<file path="src/rtl/ram_arbiter_if.sv">
// Shared RAM types and the request/RAM bus between two cores and the RAM arbiter.
// The master side drives requests and RAM status; the slave side is the arbiter.
package cpu_types_pkg;
    typedef enum logic [1:0] {FREE, BUSY, ACCESS, ERROR} ramstate_t;
endpackage

interface ram_arbiter_if;
    import cpu_types_pkg::*;

    logic [1:0]       iREN;
    logic [1:0][31:0] iaddr;
    logic [1:0]       dREN;
    logic [1:0]       dWEN;
    logic [1:0][31:0] daddr;
    logic [1:0][31:0] dstore;
    ramstate_t        ramstate;
    logic             ramREN;
    logic             ramWEN;
    logic [31:0]      ramaddr;
    logic [31:0]      ramstore;
    logic [1:0]       iwait;
    logic [1:0]       dwait;
    logic [1:0]       gnt_id;

    modport master (
        output iREN, iaddr, dREN, dWEN, daddr, dstore, ramstate,
        input  ramREN, ramWEN, ramaddr, ramstore, iwait, dwait, gnt_id
    );

    modport slave (
        input  iREN, iaddr, dREN, dWEN, daddr, dstore, ramstate,
        output ramREN, ramWEN, ramaddr, ramstore, iwait, dwait, gnt_id
    );
endinterface

</file>
<file path="src/rtl/ram_arbiter.sv">
// Two-core RAM arbiter: data beats instructions, per-class round robin, one grant at a time.
// Define RAM_ARBITER_STARVE_GUARD_EN to let starved instruction requests win after STARVE_LIMIT data grants.
module ram_arbiter #(
    parameter int STARVE_LIMIT = 4
) (
    input logic         CLK,
    input logic         nRST,
    ram_arbiter_if.slave bus
);
    import cpu_types_pkg::*;

    typedef enum logic {IDLE, GRANT} state_t;

    if (STARVE_LIMIT < 1 || STARVE_LIMIT > 7) begin : g_limit_check
        $error("STARVE_LIMIT must be within 1..7");
    end

    state_t     state_reg, state_next;
    logic [1:0] gnt_reg, gnt_next;
    logic       iptr_reg, iptr_next;
    logic       dptr_reg, dptr_next;

    logic [1:0] d_req;
    logic       any_d, any_i;
    logic       instr_first;
    logic [1:0] pick;
    logic       req_live;
    logic       done;

    logic        ram_ren, ram_wen;
    logic [31:0] ram_addr, ram_store;
    logic [1:0]  iwait_o, dwait_o;

    // Favour the pointed-to core; fall back to the other one when it is idle.
    function automatic logic rr_pick(input logic [1:0] req, input logic ptr);
        return req[ptr] ? ptr : ~ptr;
    endfunction

    assign d_req = bus.dREN | bus.dWEN;
    assign any_d = |d_req;
    assign any_i = |bus.iREN;
    assign pick  = (any_d && !(instr_first && any_i)) ? {1'b1, rr_pick(d_req, dptr_reg)}
                                                      : {1'b0, rr_pick(bus.iREN, iptr_reg)};

    assign req_live = gnt_reg[1] ? d_req[gnt_reg[0]] : bus.iREN[gnt_reg[0]];
    assign done     = (state_reg == GRANT) && req_live && (bus.ramstate == ACCESS);

`ifdef RAM_ARBITER_STARVE_GUARD_EN
    logic [2:0] starve_cnt_reg, starve_cnt_next;

    assign instr_first = ({29'd0, starve_cnt_reg} >= STARVE_LIMIT);

    // The boost is consumed by the IDLE selection it influences.
    always_comb begin
        starve_cnt_next = starve_cnt_reg;
        if (!any_i)
            starve_cnt_next = 3'd0;
        else if (state_reg == IDLE && instr_first)
            starve_cnt_next = 3'd0;
        else if (done && !gnt_reg[1])
            starve_cnt_next = 3'd0;
        else if (done && gnt_reg[1] && starve_cnt_reg != 3'd7)
            starve_cnt_next = starve_cnt_reg + 3'd1;
    end

    always_ff @(posedge CLK or negedge nRST) begin
        if (!nRST)
            starve_cnt_reg <= 3'd0;
        else
            starve_cnt_reg <= starve_cnt_next;
    end
`else
    assign instr_first = 1'b0;
`endif

    always_ff @(posedge CLK or negedge nRST) begin
        if (!nRST) begin
            state_reg <= IDLE;
            gnt_reg   <= 2'd0;
            iptr_reg  <= 1'b0;
            dptr_reg  <= 1'b0;
        end else begin
            state_reg <= state_next;
            gnt_reg   <= gnt_next;
            iptr_reg  <= iptr_next;
            dptr_reg  <= dptr_next;
        end
    end

    always_comb begin
        state_next = state_reg;
        gnt_next   = gnt_reg;
        iptr_next  = iptr_reg;
        dptr_next  = dptr_reg;
        case (state_reg)
            IDLE: begin
                if (any_d || any_i) begin
                    state_next = GRANT;
                    gnt_next   = pick;
                end
            end
            GRANT: begin
                // A withdrawn request aborts without touching the pointers.
                if (!req_live) begin
                    state_next = IDLE;
                end else if (done) begin
                    state_next = IDLE;
                    if (gnt_reg[1])
                        dptr_next = ~gnt_reg[0];
                    else
                        iptr_next = ~gnt_reg[0];
                end
            end
            default: state_next = IDLE;
        endcase
    end

    always_comb begin
        ram_ren   = 1'b0;
        ram_wen   = 1'b0;
        ram_addr  = 32'd0;
        ram_store = 32'd0;
        iwait_o   = 2'b11;
        dwait_o   = 2'b11;
        if (state_reg == GRANT) begin
            if (gnt_reg[1]) begin
                ram_addr = bus.daddr[gnt_reg[0]];
                if (bus.dWEN[gnt_reg[0]]) begin
                    ram_wen   = 1'b1;
                    ram_store = bus.dstore[gnt_reg[0]];
                end else begin
                    ram_ren = 1'b1;
                end
                if (done)
                    dwait_o[gnt_reg[0]] = 1'b0;
            end else begin
                ram_addr = bus.iaddr[gnt_reg[0]];
                ram_ren  = 1'b1;
                if (done)
                    iwait_o[gnt_reg[0]] = 1'b0;
            end
        end
    end

    assign bus.ramREN   = ram_ren;
    assign bus.ramWEN   = ram_wen;
    assign bus.ramaddr  = ram_addr;
    assign bus.ramstore = ram_store;
    assign bus.iwait    = iwait_o;
    assign bus.dwait    = dwait_o;
    assign bus.gnt_id   = gnt_reg;
endmodule

</file>
<file path="src/flat_wrapper.sv">
// flat-port wrapper written by rule: the top's interface ports become plain ports
module ram_arbiter_flat import cpu_types_pkg::*;
#(
    parameter int STARVE_LIMIT = 4
)
  (CLK, nRST, bus_iREN, bus_iaddr, bus_dREN, bus_dWEN, bus_daddr, bus_dstore, bus_ramstate, bus_ramREN, bus_ramWEN, bus_ramaddr, bus_ramstore, bus_iwait, bus_dwait, bus_gnt_id);
  ram_arbiter_if bus_i ();
  input logic CLK;
  input logic nRST;
  input wire logic [$bits(bus_i.iREN)-1:0] bus_iREN;
  input wire logic [$bits(bus_i.iaddr)-1:0] bus_iaddr;
  input wire logic [$bits(bus_i.dREN)-1:0] bus_dREN;
  input wire logic [$bits(bus_i.dWEN)-1:0] bus_dWEN;
  input wire logic [$bits(bus_i.daddr)-1:0] bus_daddr;
  input wire logic [$bits(bus_i.dstore)-1:0] bus_dstore;
  input wire logic [$bits(bus_i.ramstate)-1:0] bus_ramstate;
  output wire logic [$bits(bus_i.ramREN)-1:0] bus_ramREN;
  output wire logic [$bits(bus_i.ramWEN)-1:0] bus_ramWEN;
  output wire logic [$bits(bus_i.ramaddr)-1:0] bus_ramaddr;
  output wire logic [$bits(bus_i.ramstore)-1:0] bus_ramstore;
  output wire logic [$bits(bus_i.iwait)-1:0] bus_iwait;
  output wire logic [$bits(bus_i.dwait)-1:0] bus_dwait;
  output wire logic [$bits(bus_i.gnt_id)-1:0] bus_gnt_id;
  assign bus_i.iREN = bus_iREN;
  assign bus_i.iaddr = bus_iaddr;
  assign bus_i.dREN = bus_dREN;
  assign bus_i.dWEN = bus_dWEN;
  assign bus_i.daddr = bus_daddr;
  assign bus_i.dstore = bus_dstore;
  assign bus_i.ramstate = bus_ramstate;
  assign bus_ramREN = bus_i.ramREN;
  assign bus_ramWEN = bus_i.ramWEN;
  assign bus_ramaddr = bus_i.ramaddr;
  assign bus_ramstore = bus_i.ramstore;
  assign bus_iwait = bus_i.iwait;
  assign bus_dwait = bus_i.dwait;
  assign bus_gnt_id = bus_i.gnt_id;
  ram_arbiter #(.STARVE_LIMIT(STARVE_LIMIT)) u_core (.CLK(CLK), .nRST(nRST), .bus(bus_i));
endmodule
</file>
<file path="config.mk">
export PLATFORM = sky130hd
export DESIGN_NAME = ram_arbiter_flat
export DESIGN_NICKNAME = d
export VERILOG_FILES = /design/src/rtl/ram_arbiter_if.sv /design/src/rtl/ram_arbiter.sv /design/src/flat_wrapper.sv
export SDC_FILE = /design/constraint.sdc
export NUM_CORES = 1
export LEC_CHECK = 0
export BUFFER_PORTS_ARGS = -buffer_cell sky130_fd_sc_hd__buf_2
export CAP_MARGIN = 40
export CORE_AREA = 2 2 107 109
export DETAILED_ROUTE_END_ITERATION = 16
export DIE_AREA = 0 0 109 111
export MAX_ROUTING_LAYER = met4
export SETUP_SLACK_MARGIN = 0.3
export SLEW_MARGIN = 40
export SYNTH_ARGS = -nofsm -noshare
export SYNTH_HDL_FRONTEND = slang
export SYNTH_SLANG_ARGS = --single-unit
</file>
<file path="constraint.sdc">
create_clock -name CLK -period 1.9 [get_ports CLK]
set_input_delay 0.19 -clock CLK [delete_from_list [all_inputs] [get_ports CLK]]
set_output_delay 0.19 -clock CLK [all_outputs]
set_load 0.05 [all_outputs]
</file>
Word level (Yosys, flattened, before mapping). Cells that the tools add are included.

Flip-flop bits (word level): 5.

$lt $le $gt $ge: 4. Equal/unequal tests: 1. Mux-type cells: 42. Bitwise logic cells: 7. Reductions and logical operators: 9.

Operators by type and width (count): $mux 32 (11); $mux 1 (23); $mux 2 (6); $reduce_and 4->1 (2); $lt 1x2->1 const B (3); $not 1->1 (5); $reduce_or 2->1 (2); $logic_and 1x1->1 (3); $eq 2x2->1 const B (1); $not 2->2 (1); $or 2x2->2 (1); $pmux 1 s2 (1); $reduce_and 2->1 (1); $demux 1 s1 (1); $ge 1x1->1 const B (1); $logic_or 1x1->1 (1).

Depth between registers and ports, before layout. Gate-level depths: netlist of run 1.

Word-level depth: 9. Depth in mapped cells: 6. Depth with buffers taken out: 3.

Worst setup path before layout of run 1. No wires, ideal clock.

Path type: register -> output. From: register u_core.gnt_reg[0] (netlist: u_core.bus.gnt_id[0]). To: output port bus_ramREN. Data arrival time: 2366 ps. Required time: 1710 ps. Setup slack: -656 ps. Cell stages (with the launch flop): 4. Cells stage by stage: dfrtp_1 -> buf_6 -> mux2_2 -> a21boi_0.

Longest elaborated chain between the ends: 5.

RTL lines: start, declared (RTL line ram_arbiter.sv:19) `logic [1:0] gnt_reg, gnt_next;`; start signal, assigned (RTL line ram_arbiter.sv:84) `gnt_reg <= gnt_next;`; $mux 1 (implied by the code) (2 in a row) (RTL line ram_arbiter.sv:128) `if (bus.dWEN[gnt_reg[0]]) begin`; $mux 1 (RTL line ram_arbiter.sv:128); $mux 1 (RTL line ram_arbiter.sv:126) `if (gnt_reg[1]) begin`; $mux 1 (RTL line ram_arbiter.sv:125) `if (state_reg == GRANT) begin`; end, declared (RTL line flat_wrapper.sv:17) `output wire logic [$bits(bus_i.ramREN)-1:0] bus_ramREN;`.

Every way passes these cells. The select of a mux whose other input is x is not followed.

Worst setup path in the final report of run 1.
From: register u_core.gnt_reg[0] (netlist: u_core.bus.gnt_id[0]). To: output port bus_ramWEN.

Longest elaborated chain between the ends: 5.

RTL lines: $mux 1 (implied by the code) (2 in a row) (RTL line ram_arbiter.sv:128); $mux 1 (RTL line ram_arbiter.sv:128); $mux 1 (RTL line ram_arbiter.sv:126); $mux 1 (RTL line ram_arbiter.sv:125); end, declared (RTL line flat_wrapper.sv:18) `output wire logic [$bits(bus_i.ramWEN)-1:0] bus_ramWEN;`.

Every way passes these cells. The select of a mux whose other input is x is not followed.

==> results.txt, run 1 <==
Run status -> complete, but fails checks
Failing checks -> setup timing
Synth top area share -> 0.3884
Nets@finish -> 675
Initial Utilization -> 0.1675
Fin crit share -> 1.056
NetSw -> 4.449 mW
Switching share of total power -> 0.5368
Total GRT Usage -> 0.1529
Internal -> 3.838 mW
Largest net degree at the start of global routing -> 29
Power Density -> 1817 mW/mm2
CP endpoint kind -> primary output
Worst Setup EP -> bus_ramWEN
Mapped cell area -> 0.001856 mm2
Seq/Total Area, Yosys -> 0.06743
Clock latency on the worst-skew pair -> 230 ps
Crit Path Category -> flop to primary output
Reg2reg start -> u_core.bus.gnt_id[0]
Slew Limit Fails -> 0
Count leader, synth -> nor2_1
Vias per inst -> 4.430
Inserted Clock Buffers -> 3
Vias -> 2729
CTS tree -> built
Synth-to-Final Area Change -> 145.9%
Vias in the first global route -> 2966
Post-synth top cells -> nor2_1 (34), and2_1 (32), mux2i_1 (32), mux4_2 (32), buf_2 (8)
Reg clk slew, reported paths -> 30 ps
Largest cells by area after synthesis -> mux4_2 (39%), mux2i_1 (17%), and2_1 (11%), nor2_1 (6.9%), dfrtp_1 (6.7%)
Terminus of the critical flop-to-flop path -> u_core.state_reg
CTS sink cnt -> 5
Slew HR -> 0.7041
# rows -> 39
Layout cells sized above 1 -> 0.8919
DIE AREA -> 0.01210 mm2
Critical Path AT -> 1820 ps
Met2 Use GR -> 0.3002
# DRC -> 0
Final setup TNS -> -4089 ps
Worst slew pin tran -> 439.8 ps
CP max-delay cell -> dfrtp_4
Synth warnings -> 0
Synth cell types -> 31
IO Port Bufs -> 273
Crit start category -> flop
DR iter-0 viols -> 140
Fmax -> 0.4982 GHz
Pre-CTS setup slack -> 53.00 ps
First-pass GRT wire length -> 14240 um
Worst VDD drop -> 0.9100 mV
Post-synth top area cell -> mux4_2
Worst setup margin -> -107.1 ps
Cells on worst reg2reg path -> 6
Number of fill cells in the layout -> 1055
Post-Syn Instances -> 187
Final setup vio count -> 66
Mapped Nets -> 389
MaxCap Viol Count -> 0
Die W -> 109 um
Global route overflow -> 0
Antenna Nets Post-Route -> 0
HPWL Detailed -> 7513 um
Global routing's busiest layer -> met2
Power Total -> 8.287 mW
Routed WL per cell -> 15.47 um
RSZ-0062 raised after global routing -> yes
Number of synthesized flops with an enable pin -> 0
I/O pins -> 274
GP Congestion -> 0.8418
Core area -> 0.01108 mm2
Met1 GRT Util -> 0.1544
Fin. Hold Viols -> 0
Die height -> 111 um
Worst min-delay path category -> input pin to asynchronous set/reset pin
Hold Slack -> 300.9 ps
Tmin final -> 2007 ps
DRT Pass-1 Iters -> 4
Clock Power Share -> 0.043
Seq cells post-synth -> 5
CTS Root Cell -> clkbuf_16
Crit path required time -> 1710 ps
CP max FO -> 7
Register-to-register setup slack -> 310 ps
Top FF cell, synth -> dfrtp_1
H-tree levels -> 1
Met3 usage -> 0.02352
Critical path cell sequence -> buf_6, mux2_4, nand3_4, buf_12, clkinvlp_4, buf_8
P_leak -> 2.208 nW
Crit. Startpoint -> u_core.bus.gnt_id[0]
Worst Clk Skew -> 0.6067 ps
Sequential Power Share -> 0.029
Ys async rst share -> 1.000
Slowest cell delay on critical path -> 510 ps
Initial antenna violation count -> 1
Combinational Power Share -> 0.927
Avg Cell Area, Syn -> 9.923 um2
Routed WL -> 9531 um
Longest Clk Path Bufs -> 2
Max reg flops -> 2
[worst max-delay path: cells and delay by family, from the launching register on]
kind | cells | cell delay [ps]
buffers and inverters | 4 | 580
and+or+nand+nor | 1 | 180
DFF | 1 | 510
muxes | 1 | 310
[cell families after synthesis]
group,Yosys count,share of synthesized area
compound gates,10,0.03844
buf+inv,22,0.07822
flops,5,0.06743
mux,66,0.5732
simple gates,84,0.2427
[power by group through the flow]
stage                     Sequential, mW  Combinational (mW)  Clock, mW
after floorplan                    0.263                5.15          0
after global placement             0.260                6.38          0
after detailed placement           0.261                6.41          0
after CTS                          0.240                7.68      0.360
after global routing               0.253                8.02      0.365
final                              0.243                7.69      0.359
[cell usage in the layout (no fill, tap or decap), types with 2 or more instances in the layout]
cell	n
buf_2	214
buf_6	39
mux4_2	32
nor2_4	32
and2_4	26
mux2i_1	26
buf_4	18
buf_8	15
buf_12	8
mux2i_2	6
and2_2	6
buf_16	5
nand2_1	3
clkbuf_16	3
inv_1	2
o21ai_0	2
nor2_1	2
or2_2	2
dfrtp_2	2
dfrtp_1	2
[cell type report]
class	count	area [um2]	share of cell area
Inverter	3	15.01	0.003291
Clock buffer	4	78.83	0.01728
Antenna cell	1	2.502	0.0005485
Timing Repair Buffer	300	2178	0.4775
Multi-Input combinational cell	160	1977	0.4334
Tap cell	143	178.9	0.03922
Sequential cell	5	131.4	0.02880
[stage by stage]
step                area [um2]  cells    util
detailed placement        3836    598  0.3463
CTS                       4526    614  0.4086
finish                    4562    616  0.4118
global placement          3836    598  0.3463
floorplan                 2247    187       -
global route              4562    616  0.4118
[worst min-delay path by stage]
stage	end	slack, ps	cells past startpoint
2_1_floorplan	u_core.bus.gnt_id[0]	-110	0
3_3_place_gp	u_core.iptr_reg	10	1
3_5_place_dp	u_core.iptr_reg	10	1
4_1_cts	u_core.bus.gnt_id[0]	310	2
5_1_grt	u_core.bus.gnt_id[0]	330	2
6_report	u_core.bus.gnt_id[0]	300	2
[metal layers]
layer | vias up | share of wire
met3 | 9 | 0.10
met5 | - | 0
met4 | 0 | 0.016
met2 | 177 | 0.55
li1 | 1277 | -
met1 | 1266 | 0.34
[what timing repair did]
action,CTS,global route
pin swaps,15,2
endpoints found under the setup margin,70,71
setup buffers,7,1
hold buffers,1,0
resized for setup,138,7
gates cloned,4,0
hold endpoints to repair,5,0
Note: power is estimated with default switching activity, not from simulation.
==> run 2, diff against run 1 <==
- CORE_AREA: 2 2 107 109 -> 10 10 99 101
- PLACE_DENSITY: not set -> 0.67
==> run 2 against run 1 <==
The run still ends with setup timing left. Sequential power is 12% higher. Die area stayed put. Sequential share of layout area is 0.19 points lower. Final cell count is 3.9% lower. Clock power is 45% lower. Core utilization is 20 points higher. Register-to-register slack worse by 30 ps. Non-clock buffer count is 14 higher. Cell area is 7.1% higher. Critical path depth is 1 lower. Critical endpoint is now bus_ramaddr[6].
==> results.txt, run 2 (synthesized netlist as in run 1, its figures left out) <==
CTS Root Cell -> clkbuf_8
Initial Utilization -> 0.2328 (+0.06533)
Register-to-register setup slack -> 280 ps (-30 ps)
CP max FO -> 5 (-2)
Fmax -> 0.5021 GHz (+0.78%)
Placed Cells -> 558 (-6.7%)
Fin. Hold Viols -> 0 (unchanged)
H-tree levels -> 1 (unchanged)
Failing checks -> setup timing
CP endpoint kind -> primary output
Crit start category -> flop
Total GRT Usage -> 0.1893 (+0.03644)
Internal -> 4.471 mW (+16%)
I/O pins -> 274 (unchanged)
Sequential Power Share -> 0.030 (about the same)
IO Port Bufs -> 273 (unchanged)
Vias in the first global route -> 3223 (+8.7%)
Number of fill cells in the layout -> 636 (-40%)
Routed WL per cell -> 21.24 um (+37%)
RSZ-0062 raised after global routing -> yes
Die height -> 111 um (unchanged)
Global route overflow -> 0 (unchanged)
Crit. Startpoint -> u_core.bus.gnt_id[0]
Worst VDD drop -> 1.046 mV (+15%)
Synth-to-Final Area Change -> 163.3%
# rows -> 33 (-15%)
MaxCap Viol Count -> 0 (unchanged)
Tmin final -> 1992 ps (-15.45 ps)
Most frequent cells in the layout -> buf_2 (202), buf_6 (51), mux4_2 (32), and2_4 (32), nor2_4 (32)
First-pass GRT wire length -> 17710 um (+24%)
Routed WL -> 12570 um (+32%)
Vias per inst -> 4.809 (+8.6%)
CTS tree -> built
Final Non-Filler Cells -> 592 (-3.9%)
Antenna Nets Post-Route -> 0 (unchanged)
Reg2reg start -> u_core.bus.gnt_id[0]
Combinational Power Share -> 0.948 (+0.021)
Crit path required time -> 1710 ps (about the same)
Clock Power Share -> 0.022 (-0.021)
Switching share of total power -> 0.5094 (-0.02745)
DR iter-0 viols -> 55 (-61%)
Worst setup margin -> -91.62 ps (+15.45 ps)
Nets@finish -> 690 (+2.2%)
CTS sink cnt -> 5 (unchanged)
Most common cell after layout, fill and taps aside -> buf_2
Run status -> complete, but fails checks
Crit Path Category -> flop to primary output
Fin crit share -> 1.048 (-0.008132)
Register area -> 131.4 um2 (unchanged)
Vias -> 2847 (+4.3%)
Worst min-delay path category -> input pin to asynchronous set/reset pin
Clock latency on the worst-skew pair -> 220 ps (about the same)
# DRC -> 0 (unchanged)
Final setup TNS -> -3361 ps (+727.8 ps)
Multi-input gate area -> 0.002014 mm2 (+1.9%)
Reg clk slew, reported paths -> 40 ps (about the same)
HPWL Detailed -> 9932 um (+32%)
Power Density -> 1865 mW/mm2 (+2.7%)
Die W -> 109 um (unchanged)
Largest net degree at the start of global routing -> 29 (unchanged)
Worst slew pin tran -> 404.7 ps (-35.14 ps)
NetSw -> 4.642 mW (+4.3%)
Slew HR -> 0.7277 (+0.02364)
Core area -> 0.007969 mm2 (-28%)
DRT Pass-1 Iters -> 4 (unchanged)
Initial antenna violation count -> 0 (-1)
P_leak -> 2.364 nW (+7.1%)
Slew Limit Fails -> 0 (unchanged)
Critical Path AT -> 1800 ps (-20 ps)
Inserted Clock Buffers -> 3 (unchanged)
DIE AREA -> 0.01210 mm2 (unchanged)
Longest Clk Path Bufs -> 2 (unchanged)
Diode count -> 0 (-1)
Layout cells sized above 1 -> 0.9014 (+0.009488)
GP Congestion -> 0.9383 (+11%)
Final setup vio count -> 67 (+1.5%)
Max reg flops -> 2 (unchanged)
Worst Clk Skew -> 1.959 ps (+1.353 ps)
-- run 2: critical path, cell delays in order, from the launching register on --
cell and delay (ps):
dfrtp_4 520, buf_12 160, clkbuf_16 150, mux4_2 430
and2_4 180, buf_6 140
-- run 2: final timing paths --
kind | endpoint | cells past startpoint
min reg2reg | u_core.dptr_reg | 2
min | u_core.state_reg | 2
max | bus_ramaddr[6] | 5
min in group CLK | u_core.iptr_reg | 3
max in group asynchronous | u_core.bus.gnt_id[0] | 2
max reg2reg | u_core.dptr_reg | 6
-- run 2: stage by stage --
step | total power, mW | area, um2 | util | hold WS [ps] | worst slack [ps]
global route | 9.513 | 4886 | 0.6131 | 340.5 | -124.9
finish | 9.113 | 4886 | 0.6131 | 318.9 | -91.62
floorplan | 5.412 | 2247 | - | -105.6 | 117.8
detailed placement | 6.523 | 3704 | 0.4648 | 20.68 | 51.67
global placement | 6.462 | 3704 | 0.4648 | 18.61 | 80.77
CTS | 8.490 | 4589 | 0.5759 | 321.3 | -111.4
-- run 2: power groups by stage --
stage	Clock, mW	Combinational [mW]	Sequential, mW
after floorplan	0	5.15	0.263
after global routing	0.215	9.02	0.282
after global placement	0	6.22	0.241
final	0.198	8.64	0.272
after CTS	0.203	8.03	0.257
after detailed placement	0	6.28	0.242
-- run 2: cell type report --
class                           instances  area share
Timing Repair Buffer                  314      0.5216
Clock buffer                            4    0.009219
Sequential cell                         5     0.02689
Multi-Input combinational cell        161      0.4123
Inverter                                3    0.003073
Tap cell                              105     0.02689
-- run 2: layer usage --
metal / vias to the layer above / wire length (um) / global-route usage
li1: 1309 / - / -
met3: 10 / 1345 / 0.05988
met4: 0 / 170 / 0.03958
met5: - / 0 / -
met1: 1344 / 4452 / 0.1932
met2: 184 / 6603 / 0.3421
-- run 2: what timing repair did --
action | CTS | global route
endpoints found under the hold margin | 5 | 0
gates resized for setup | 170 | 40
pin swaps | 6 | 7
hold buffers | 1 | 0
gates cloned | 5 | 5
setup buffers | 16 | 3
setup endpoints to repair | 70 | 73
==> run 3, diff against run 2 <==
- ABC_AREA: not set -> 1
- CORE_AREA: 10 10 99 101 -> 10 10 97 99
- DIE_AREA: 0 0 109 111 -> 0 0 107 109
- PLACE_DENSITY: 0.67 -> 0.7
- SLEW_MARGIN: 40 -> 20
==> run 3 against run 2 <==
The flow now finishes without violations. Clock-buffer cell count stayed put. Clock skew increased by 2.8 ps. Largest power group unchanged. Via count up 45%. Synthesized cell count is 120% higher.
==> results.txt, run 3 <==
Run status -> finished clean
Worst VDD drop -> 1.263 mV (+21%)
Most frequent cells in the layout -> buf_2 (202), nor2_1 (117), a21oi_4 (64), nand2_1 (64), buf_6 (56)
Global route overflow -> 0 (unchanged)
Clock Power Share -> 0.019 (-0.003)
Max reg flops -> 2 (unchanged)
Slowest cell delay on critical path -> 450 ps (-70 ps)
Most used cell, CP -> nand2_4
P_leak -> 2.518 nW (+6.5%)
Tmin final -> 1844 ps (-147.5 ps)
Crit Path Category -> flop to primary output
Initial Utilization -> 0.2522 (+0.01931)
Inserted Clock Buffers -> 3 (unchanged)
Ys async rst share -> 1.000 (unchanged)
WHS Endpoint -> u_core.state_reg
DRT Pass-1 Iters -> 5 (+1)
Largest net degree at the start of global routing -> 41 (+41%)
Reg clk slew, reported paths -> 40 ps (about the same)
Switching share of total power -> 0.5871 (+0.07769)
Initial antenna violation count -> 3 (+3)
Final setup vio count -> 0 (-100%)
Power Density -> 1907 mW/mm2 (+2.2%)
# rows -> 32 (-3.0%)
Crit path required time -> 1710 ps (about the same)
Terminus of the critical flop-to-flop path -> u_core.dptr_reg
CTS Root Cell -> clkbuf_8
Vias -> 4140 (+45%)
DIE AREA -> 0.01166 mm2 (-3.6%)
Number of synthesized flops with an enable pin -> 0 (unchanged)
RSZ-0062 raised after global routing -> yes
Fin. Hold Viols -> 0 (unchanged)
Die height -> 109 um (-1.8%)
Seq cells post-synth -> 5 (unchanged)
Largest cells by area after synthesis -> nor2_1 (26%), a21oi_1 (17%), nand2_1 (17%), o21ai_0 (16%), dfrtp_1 (6.6%)
Combinational Power Share -> 0.958 (+0.010)
Worst Clk Skew -> 4.731 ps (+2.772 ps)
CP endpoint kind -> primary output
Post-synth top area cell -> nor2_1
NetSw -> 6.230 mW (+34%)
Fmax -> 0.5423 GHz (+8.0%)
Clock latency on the worst-skew pair -> 220 ps (about the same)
Adder-cell share of the synthesized area -> 0 (unchanged)
CP max-delay cell -> dfrtp_2
Post-synthesis mux area share -> 0 (-0.5732)
Mapped cell area -> 0.001898 mm2 (+2.3%)
Post-Syn Instances -> 406 (+120%)
Largest family of logic cells by synthesized area -> simple AND/OR/NAND/NOR gates
Synth warnings -> 0 (unchanged)
Compound-Gate Fraction of Synth Area -> 0.3665 (+0.3281)
Total GRT Usage -> 0.2499 (+0.06056)
Routed WL -> 15920 um (+27%)
IO Port Bufs -> 273 (unchanged)
Hold Crit Depth -> 3
Count leader, synth -> nor2_1
End-of-flow core utilization -> 0.7394 (+0.1262)
GP Congestion -> 0.9080 (-3.2%)
Post-synthesis xor/xnor area fraction -> 0 (unchanged)
Most common cell after layout, fill and taps aside -> buf_2
Routed WL per cell -> 19.80 um (-6.8%)
Cells on worst reg2reg path -> 9 (+3)
Avg Cell Area, Syn -> 4.675 um2 (-53%)
Worst setup margin -> 55.83 ps (+147.5 ps)
Reg2reg start -> u_core.bus.gnt_id[0]
Crit start category -> flop
Vias per inst -> 5.149 (+7.1%)
Critical Path AT -> 1650 ps (-150 ps)
Synth-to-Final Area Change -> 193.2%
CTS sink cnt -> 5 (unchanged)
CTS tree -> built
Fin crit share -> 0.9706 (-0.07761)
DR iter-0 viols -> 167 (+200%)
Post-synth top cells -> nor2_1 (133), nand2_1 (84), a21oi_1 (66), o21ai_0 (59), clkbuf_1 (15)
Synth top area share -> 0.2630 (-0.1254)
I/O pins -> 274 (unchanged)
Final design area excluding fillers -> 0.005565 mm2 (+14%)
Placed Area -> 0.004179 mm2 (+13%)
Internal -> 4.382 mW (-2.0%)
WP buf/inv -> 3 (unchanged)
Simple-Gate Fraction of Synth Area -> 0.4595 (+0.2167)
Synth cell types -> 17 (-45%)
Top delay family on crit path -> flip-flops
Top FF cell, synth -> dfrtp_1
HPWL Detailed -> 11360 um (+14%)
Longest Clk Path Bufs -> 2 (unchanged)
Pre-CTS setup slack -> 115.1 ps (+63.42 ps)
Slew HR -> 0.7622 (+0.03451)
Worst slew pin tran -> 352.9 ps (-51.76 ps)
Die W -> 107 um (-1.8%)
First-pass GRT wire length -> 22700 um (+28%)
Layout cells sized above 1 -> 0.6619 (-0.2395)
Nets@finish -> 901 (+31%)
H-tree levels -> 1 (unchanged)
Worst min-delay path category -> input pin to flop
Register-to-register setup slack -> 380 ps (+100 ps)
Sequential Power Share -> 0.023 (-0.007)
Slew Limit Fails -> 0 (unchanged)
Critical path cell sequence -> inv_4, buf_12, nand2_4, nand2_4, nand2_4, a21oi_4, nand4_1, buf_6
CP max FO -> 5 (unchanged)
HP Start -> bus_ramstate[0]
Mapped Nets -> 608 (+56%)
Number of fill cells in the layout -> 556 (-13%)
MaxCap Viol Count -> 0 (unchanged)
# DRC -> 0 (unchanged)
Vias in the first global route -> 4291 (+33%)
Antenna Nets Post-Route -> 0 (unchanged)
Core area -> 0.007527 mm2 (-5.5%)
Seq/Total Area, Yosys -> 0.06592 (-0.001511)
-- run 3: changes by cell type after synthesis, sizes merged, moves of 3 or more --
cell and change:
nand2 +80, a21oi +66, mux4 -32, clkbuf +11, nand4 +6, o21ai +63, inv +3, buf +5
and2 -32, mux2i -32, nor2 +99
-- run 3: cell type report --
cell class | instances | area, um2 | share of cell area
inverters | 6 | 30.03 | 0.005396
flip-flops and latches | 5 | 128.9 | 0.02316
multi-input cells | 360 | 2541 | 0.4566
repair buffers | 323 | 2683 | 0.4820
clock buffers | 4 | 45.04 | 0.008094
well taps | 102 | 127.6 | 0.02293
diodes | 4 | 10.01 | 0.001799
-- run 3: worst reg2reg max path, delay by kind of cell (launching register included) --
family                 cells  cell delay [ps]
buffers and inverters      3              420
and+or+nand+nor            5              400
AOI/OAI and AO/OA          1              190
DFF                        1              450
-- run 3: metal layers --
layer	share of wire	wire, um	global-route usage
met1	0.36	5652	0.2541
met2	0.53	8395	0.4622
met3	0.084	1345	0.05605
met4	0.033	524	0.08801
met5	0	0	-
-- run 3: worst max path at each step --
stage,startpoint,end,cells past startpoint
4_1_cts,u_core.bus.gnt_id[0],bus_ramstore[31],7
2_1_floorplan,u_core.bus.gnt_id[0],u_core.dptr_reg,8
3_3_place_gp,u_core.bus.gnt_id[1],bus_ramaddr[31],6
6_report,u_core.bus.gnt_id[0],bus_dwait[0],8
5_1_grt,u_core.bus.gnt_id[0],bus_ramstore[19],7
3_5_place_dp,u_core.bus.gnt_id[0],bus_ramstore[12],6
-- run 3: cell families after synthesis --
kind of cell | Yosys count
flops | 5
simple gates | 225
buf+inv | 41
compound gates | 135
-- run 3: power by group through the flow --
stage          sequential [mW]  clock, mW  combinational [mW]
4_1_cts                  0.245      0.203                9.70
6_report                 0.245      0.199                10.2
5_1_grt                  0.252      0.211                10.6
2_1_floorplan            0.283          0                5.68
3_5_place_dp             0.274          0                7.34
3_3_place_gp             0.267          0                7.25
-- run 3: metrics by stage --
stage                     cells  hold slack, ps  TNS (ps)  total power, mW
after floorplan             406          -105.6         0            5.964
after global placement      764           9.809         0            7.516
after detailed placement    764           13.13         0            7.618
after CTS                   795           245.7         0            10.15
after global routing        803           294.4    -32.26            11.11
final                       804           251.2         0            10.61
-- run 3: timing repair --
action / CTS / global route
endpoints found under the setup margin: 70 / 71
pin swaps: 29 / 10
hold buffers: 1 / 0
gates cloned: 9 / 4
hold endpoints to repair: 5 / 0
resized for setup: 252 / 52
setup buffers: 17 / 1
